File: src/rtl/packet_transmitter.sv
// rtl/packet_transmitter.sv - output-port serializer streaming one buffered packet per start
// Reads SRC, DST, SIZE, DATA..., CRC by address and frees the slot with a one-cycle rinc pulse.
module packet_transmitter #(
    parameter int UWIDTH = 8,
    parameter int PTR_SZ = 4,
    parameter int GAP    = 1
) (
    input  logic              clk1,
    input  logic              rst,
    input  logic              rempty,
    input  logic [UWIDTH-1:0] rdata,
    input  logic              stop_packet_send_i,
    output logic [PTR_SZ-1:0] raddr,
    output logic              rinc,
    output logic              packet_valid_o,
    output logic [UWIDTH-1:0] pdata_o,
    output logic              busy_o
);

    localparam logic [1:0] S_IDLE = 2'd0;
    localparam logic [1:0] S_SEND = 2'd1;
    localparam logic [1:0] S_GAP  = 2'd2;

    localparam logic [2:0]        GAP_INIT  = 3'(GAP - 1);
    localparam logic [PTR_SZ-1:0] IDX_SIZE  = PTR_SZ'(2);
    localparam logic [PTR_SZ-1:0] IDX_FIRST = PTR_SZ'(3);

    logic [1:0]        state_q, state_d;
    logic [PTR_SZ-1:0] idx_q, idx_d;
    logic [2:0]        n_q, n_d;
    logic [2:0]        gap_cnt_q, gap_cnt_d;
    logic              rinc_q, rinc_d;
    logic              valid_q, valid_d;
    logic [UWIDTH-1:0] pdata_q, pdata_d;
    logic [PTR_SZ-1:0] last_idx;
    logic              at_last;

    // SIZE low bits of zero encode eight data bytes; CRC sits at N+3.
    assign last_idx = (n_q == 3'd0) ? PTR_SZ'(11) : (PTR_SZ'(n_q) + PTR_SZ'(3));
    assign at_last  = (idx_q >= IDX_FIRST) && (idx_q == last_idx);

    always_comb begin
        state_d   = state_q;
        idx_d     = idx_q;
        n_d       = n_q;
        gap_cnt_d = gap_cnt_q;
        rinc_d    = 1'b0;
        valid_d   = 1'b0;
        pdata_d   = pdata_q;
        case (state_q)
            S_IDLE: begin
                if (!rempty && !stop_packet_send_i) begin
                    idx_d   = '0;
                    state_d = S_SEND;
                end
            end
            S_SEND: begin
                pdata_d = rdata;
                valid_d = 1'b1;
                if (idx_q == IDX_SIZE) begin
                    n_d = rdata[2:0];
                end
                if (at_last) begin
                    rinc_d    = 1'b1;
                    state_d   = S_GAP;
                    gap_cnt_d = GAP_INIT;
                    idx_d     = '0;
                end else begin
                    idx_d = idx_q + PTR_SZ'(1);
                end
            end
            S_GAP: begin
                if (gap_cnt_q == 3'd0) begin
                    state_d = S_IDLE;
                end else begin
                    gap_cnt_d = gap_cnt_q - 3'd1;
                end
            end
            default: begin
                state_d = S_IDLE;
            end
        endcase
    end

    always_ff @(posedge clk1 or negedge rst) begin
        if (!rst) begin
            state_q   <= S_IDLE;
            idx_q     <= '0;
            n_q       <= 3'd0;
            gap_cnt_q <= 3'd0;
            rinc_q    <= 1'b0;
            valid_q   <= 1'b0;
            pdata_q   <= '0;
        end else begin
            state_q   <= state_d;
            idx_q     <= idx_d;
            n_q       <= n_d;
            gap_cnt_q <= gap_cnt_d;
            rinc_q    <= rinc_d;
            valid_q   <= valid_d;
            pdata_q   <= pdata_d;
        end
    end

    assign raddr          = idx_q;
    assign rinc           = rinc_q;
    assign packet_valid_o = valid_q;
    assign pdata_o        = pdata_q;
    assign busy_o         = (state_q != S_IDLE);

endmodule
File: config.mk
export PLATFORM = sky130hd
export DESIGN_NAME = packet_transmitter
export DESIGN_NICKNAME = d
export VERILOG_FILES = /design/src/rtl/packet_transmitter.sv
export SDC_FILE = /design/constraint.sdc
export NUM_CORES = 1
export LEC_CHECK = 0
export BUFFER_PORTS_ARGS = -buffer_cell sky130_fd_sc_hd__buf_2
export CORE_MARGIN = 10
export CORE_UTILIZATION = 30
export DETAILED_ROUTE_END_ITERATION = 10
export GPL_TIMING_DRIVEN = 0
export SLEW_MARGIN = 20
export SYNTH_ARGS = -nofsm -noshare
export SYNTH_HDL_FRONTEND = slang
export SYNTH_SLANG_ARGS = --single-unit
File: constraint.sdc
create_clock -name clk1 -period 2.3 [get_ports clk1]
set_clock_uncertainty 0.05 [all_clocks]
set_input_delay 0.46 -clock clk1 [delete_from_list [all_inputs] [get_ports clk1]]
set_output_delay 0.46 -clock clk1 [all_outputs]
set_load 0.05 [all_outputs]
* Yosys cells after proc, flatten, opt, wreduce, memory -nomap -nowiden
Index checks and enable logic that the tools add are counted.
** Word-level totals
- Register bits after elaboration :: 22
- Output and inout bits :: 15
- Word-level logic and storage cells :: 47
** Cells by class
- Add/sub/neg operators :: 3
- $lt $le $gt $ge :: 1
- Eq/ne operators :: 8
- Multiplexer cells :: 14
- Reductions and logical operators :: 14
** Operators by type and width (count)
- $mux W4 :: 3
- $ne A2 B2 Y1 const B :: 4
- $pmux W4 S2 :: 1
- $logic_not A3 Y1 :: 2
- $mux W2 :: 3
- $mux W3 :: 2
- $pmux W2 S3 :: 1
- $pmux W3 S2 :: 1
- $reduce_and A3 Y1 :: 2
- $reduce_bool A2 Y1 :: 3
- $add A3 B2 Y4 const B :: 1
- $add A4 B1 Y4 const B :: 1
- $eq A4 B2 Y1 const B :: 1
- $eq A4 B4 Y1 :: 1
- $ge A4 B2 Y1 const B :: 1
- $reduce_and A2 Y1 :: 2
- $mux W1 :: 3
- $sub A3 B1 Y3 const B :: 1
- $eq A2 B1 Y1 const B :: 1
- $eq A2 B2 Y1 const B :: 1
- $logic_and A1 B1 Y1 :: 2
- $logic_not A1 Y1 :: 2
- $logic_not A2 Y1 :: 1

* Logic depth before layout (Yosys ltp)
- Depth after elaboration :: 6
- Depth in mapped cells :: 7
- Depth with buffers taken out :: 7

* Worst setup path after synthesis
OpenSTA, ideal clock, no wires.
- Kind :: register to register
- Start :: register idx_q[2], in the netlist raddr[2]
- End :: register idx_q[3], in the netlist raddr[3]
- Library setup time :: 0.134 ns
- Arrival time :: 1.970 ns
- Required time :: 2.116 ns
- Setup slack :: 0.146 ns
- Cell stages (with the launch flop) :: 7
- Path buffers :: 1
- Period minus slack after synthesis :: 2.154 ns
- Cells stage by stage :: dfrtp_1 -> buf_6 -> nand2b_1 -> a221o_1 -> a221o_1 -> o21ai_1 -> o211ai_1
** Between the ends
- Longest elaborated chain between the ends :: 4
- Elaborated cells on any way between the ends :: 6
** Ends and longest elaborated chain
- start, declared :: line 29 : logic [PTR_SZ-1:0] idx_q, idx_d;
- start signal, assigned :: line 96 : idx_q <= idx_d;
- $ge A4 B2 Y1 / $eq A4 B4 Y1 (equally long branches) :: line 40 : assign at_last = (idx_q >= IDX_FIRST) && (idx_q == last_idx);
- $logic_and A1 B1 Y1 :: line 40
- $mux W4 * :: line 63 : if (at_last) begin
- $pmux W4 S2 * :: line 50 : case (state_q)
Every way passes the cells marked *; elsewhere a longest branch is shown, timed or not.
A chain may end at the register's enable or synchronous reset.

* Final worst setup path
- Start :: register n_q[0]
- End :: register gap_cnt_q[2]
** Between the ends
- Longest elaborated chain between the ends :: 6
- Elaborated cells on any way between the ends :: 7
** Ends and longest elaborated chain
- start, declared :: line 30 : logic [2:0] n_q, n_d;
- start signal, assigned :: line 97 : n_q <= n_d;
- $add A3 B2 Y4 / $logic_not A3 Y1 (equally long branches) :: line 39 : assign last_idx = (n_q == 3'd0) ? PTR_SZ'(11) : (PTR_SZ'(n_q) + PTR_SZ'(3));
- $mux W4 * :: line 39
- $eq A4 B4 Y1 * :: line 40
- $logic_and A1 B1 Y1 * :: line 40
- $ne A2 B2 Y1 (no source line) *
- $reduce_and A3 Y1 (no source line) *
- end signal, assigned :: line 98 : gap_cnt_q <= gap_cnt_d;
- end, declared :: line 31 : logic [2:0] gap_cnt_q, gap_cnt_d;
Marked as above.

==> metrics.yaml <==
floorplan:
  die_area_um2: 6560
  core-area_um2: 3630
  rows: 22
  pin_count: 27
  die_h_um: 81.0
  die_w_um: 81.0
  start_util_pct: 30.7
drt:
  post_drt_wl_per_cell_um: 12.5
  drtPass1Iterations: 4
  detail-route-antenna-nets: 0
  vias: 931
  drc: 0
  drt_iter0_drc: 71
  wl_um: 2490
  viasPerCell: 4.68
power_and_ir_drop:
  combinationalPowerShare_pct: 57.8
  pwr_density_cell_nw_per_um2: 1590
  swShare_pct: 52.7
  p_seq_share_pct: 31.2
  power_switching_mw: 1.14
  p_leak_nw: 0.667
  internal_power_mw: 1.02
  pwr-share-clk_pct: 11.0
  peakVddDrop_uv: 507
run:
  drv_cap: 0
worst_setup_path:
  slowest_stage: "dfrtp_1"
  crit_path_end_kind: "flip-flop"
  max_stage_delay_ns: 0.43
  arrival_ns: 2.24
  cp.required_ns: 2.39
  r2r_end: "gap_cnt_q[2]"
  ff2ff_setup_slack_ns: 0.15
  path_depth: 7
  cp-startpoint: "n_q[0]"
  path_buf_inv: 1
  path_delay_family: "compound AO/OA/AOI/OAI gates"
  start_kind: "flip-flop"
  endpoint: "gap_cnt_q[2]"
  critPathMaxFanout: 5
  criticalPathCategory: "reg2reg"
  rr_startpoint: "n_q[0]"
  cpMostUsedCell: "a221o_1"
  crit_chain: "inv_1 > ha_2 > nand2b_1 > a221o_1 > a221o_1 > nor3_4 > o21bai_1"
  rr_worst_depth: 7
place:
  dp_hpwl_um: 1910
  dp_cells: 195
  place_congestion: 0.795
  portBuffers: 26
  place_area_um2: 1310
yosys:
  synth.top_cell.area_share_pct: 49.3
  synthFlopType: "dfrtp_1"
  syn_area_um2: 1120
  synth_cell_types: 31
  synthTopCellsByArea: "dfrtp_1, nand2_1, ha_1"
  ys_ff_latch: 22
  ys_async_sr_fraction_pct: 100
  seq_area_frac_synth_pct: 49.3
  synth_warnings: 0
  synth.largest_area_cell: "dfrtp_1"
  synth_edf_count: 0
  synth.avg_cell_area_um2: 9.22
  syn_inst: 121
  syn-num-nets: 139
clock_tree:
  clk_pin_slew_worst_paths_ns: 0.08
  ctsHoldBuffers: 0
  clk_path_buf_depth: 2
  cts_tree: "built"
  htree_levels: 1
  cts_sinks: 22
  clkLatencyLatePin_ns: 0.26
  cts_made_buffers: 3
  root_buffer: "clkbuf_8"
sta:
  max_freq_mhz: 465
  min_period_over_period_pct: 93.5
  slew_headroom_pct: 43.3
  finalSetupViolCount: 0
  hold_viol: 0
  drv_slew: 0
  layout_min_cycle_time_ns: 2.15
  tightest_slew_ns: 0.839
  holdWs_ns: 0.109
  finalSetupTns_ns: 0
  rsz0062_at_grt: "no"
final_layout:
  layoutNonFillerInstCount: 199
  ff_latch_area_um2: 551
  antenna_cells: 0
  syn2layout_area_growth_pct: 22.0
  layout-drive-gt1-share_pct: 23.8
  multi_input_area_um2: 519
  design_area_um2: 1360
  num-fill-cells: 385
  postLayoutCoreUtil_pct: 37.5
  nets: 171
global_routing:
  grt_pass1_vias: 918
  grt_overflow: 0
  grt_first_pass_wirelength_um: 4250
  grt_usage_pct: 8.20
  antenna_found_initial: 0
  grt_max_degree: 23
status:
  status: "finished, final reports clean"
worst_hold_path:
  hp-class: "in2async"
==> per-layer routing <==
metal | track usage (%) | share of wire, %
met5 | 0 | 0
met4 | 4.15 | 1.4
met3 | 3.20 | 5.3
met2 | 13.2 | 49
met1 | 9.27 | 44
==> placed cells by master, fill, tap and decap left out, drive strengths merged, types with 3 or more instances in the layout <==
cell / n
clkbuf: 6
o21ai: 7
buf: 28
nand2: 36
dfrtp: 22
inv: 8
nand2b: 4
nor3: 4
ha: 6
nor2b: 3
nor2: 3
==> flip-flops by register name (all words and copies together), names as in the netlist <==
name            cells
gap_cnt_q           3
rinc                1
packet_valid_o      1
state_q             2
n_q                 3
raddr               4
pdata_o             8
==> cell families after synthesis <==
kind of cell / synth area share (%)
AOI/OAI and AO/OA: 15.1
and+or+nand+nor: 22.3
muxes: 1.01
xor gates and xnor gates: 0.785
buffers and inverters: 4.71
adders and majority gates: 6.73
DFF: 49.3
==> repair_timing <==
item,4_1_cts,5_1_grt
setup endpoints to repair,0,6
hold endpoints to repair,0,0
setup buffers,0,1
gates resized for setup,0,2
==> cells in the mapped netlist, drive strengths merged, types with 2 or more instances <==
library cell,count
a21oi,2
a221o,2
clkbuf,3
dfrtp,22
ha,6
inv,8
nand2,36
nand2b,4
nor2,3
nor2b,3
nor3,4
o211ai,2
o21a,2
o21ai,7
o21bai,2
o22ai,2
==> final cells by class <==
cell class / count / share of cell area (%)
well taps: 48 / 4.41
inverters: 8 / 2.21
multi-input cells: 87 / 38.1
repair buffers: 27 / 10.1
clock buffers: 3 / 3.03
plain buffers: 4 / 1.65
flip-flops and latches: 22 / 40.4
==> power groups by stage <==
stage | clock, mW | combinational [mW] | sequential (mW)
finish | 0.239 | 1.25 | 0.674
floorplan | 0 | 0.576 | 1.05
global route | 0.260 | 1.39 | 0.697
global placement | 0 | 1.22 | 0.675
detailed placement | 0 | 1.24 | 0.676
CTS | 0.243 | 1.25 | 0.673
==> through the flow <==
step | setup WS, ns | total power [mW]
floorplan | 0.146 | 1.62
global placement | 0.124 | 1.89
detailed placement | 0.0817 | 1.92
CTS | 0.0717 | 2.16
global route | 0.00298 | 2.34
finish | 0.150 | 2.16
==> worst min-delay path by stage <==
stage	startpoint	end	depth (start not counted)
CTS	rst	pdata_o[7]	1
global placement	rst	rinc	1
global route	rst	pdata_o[3]	1
floorplan	rst	gap_cnt_q[0]	0
finish	rst	rinc	1
detailed placement	rst	rinc	1
(Power assumes the default switching activity.)
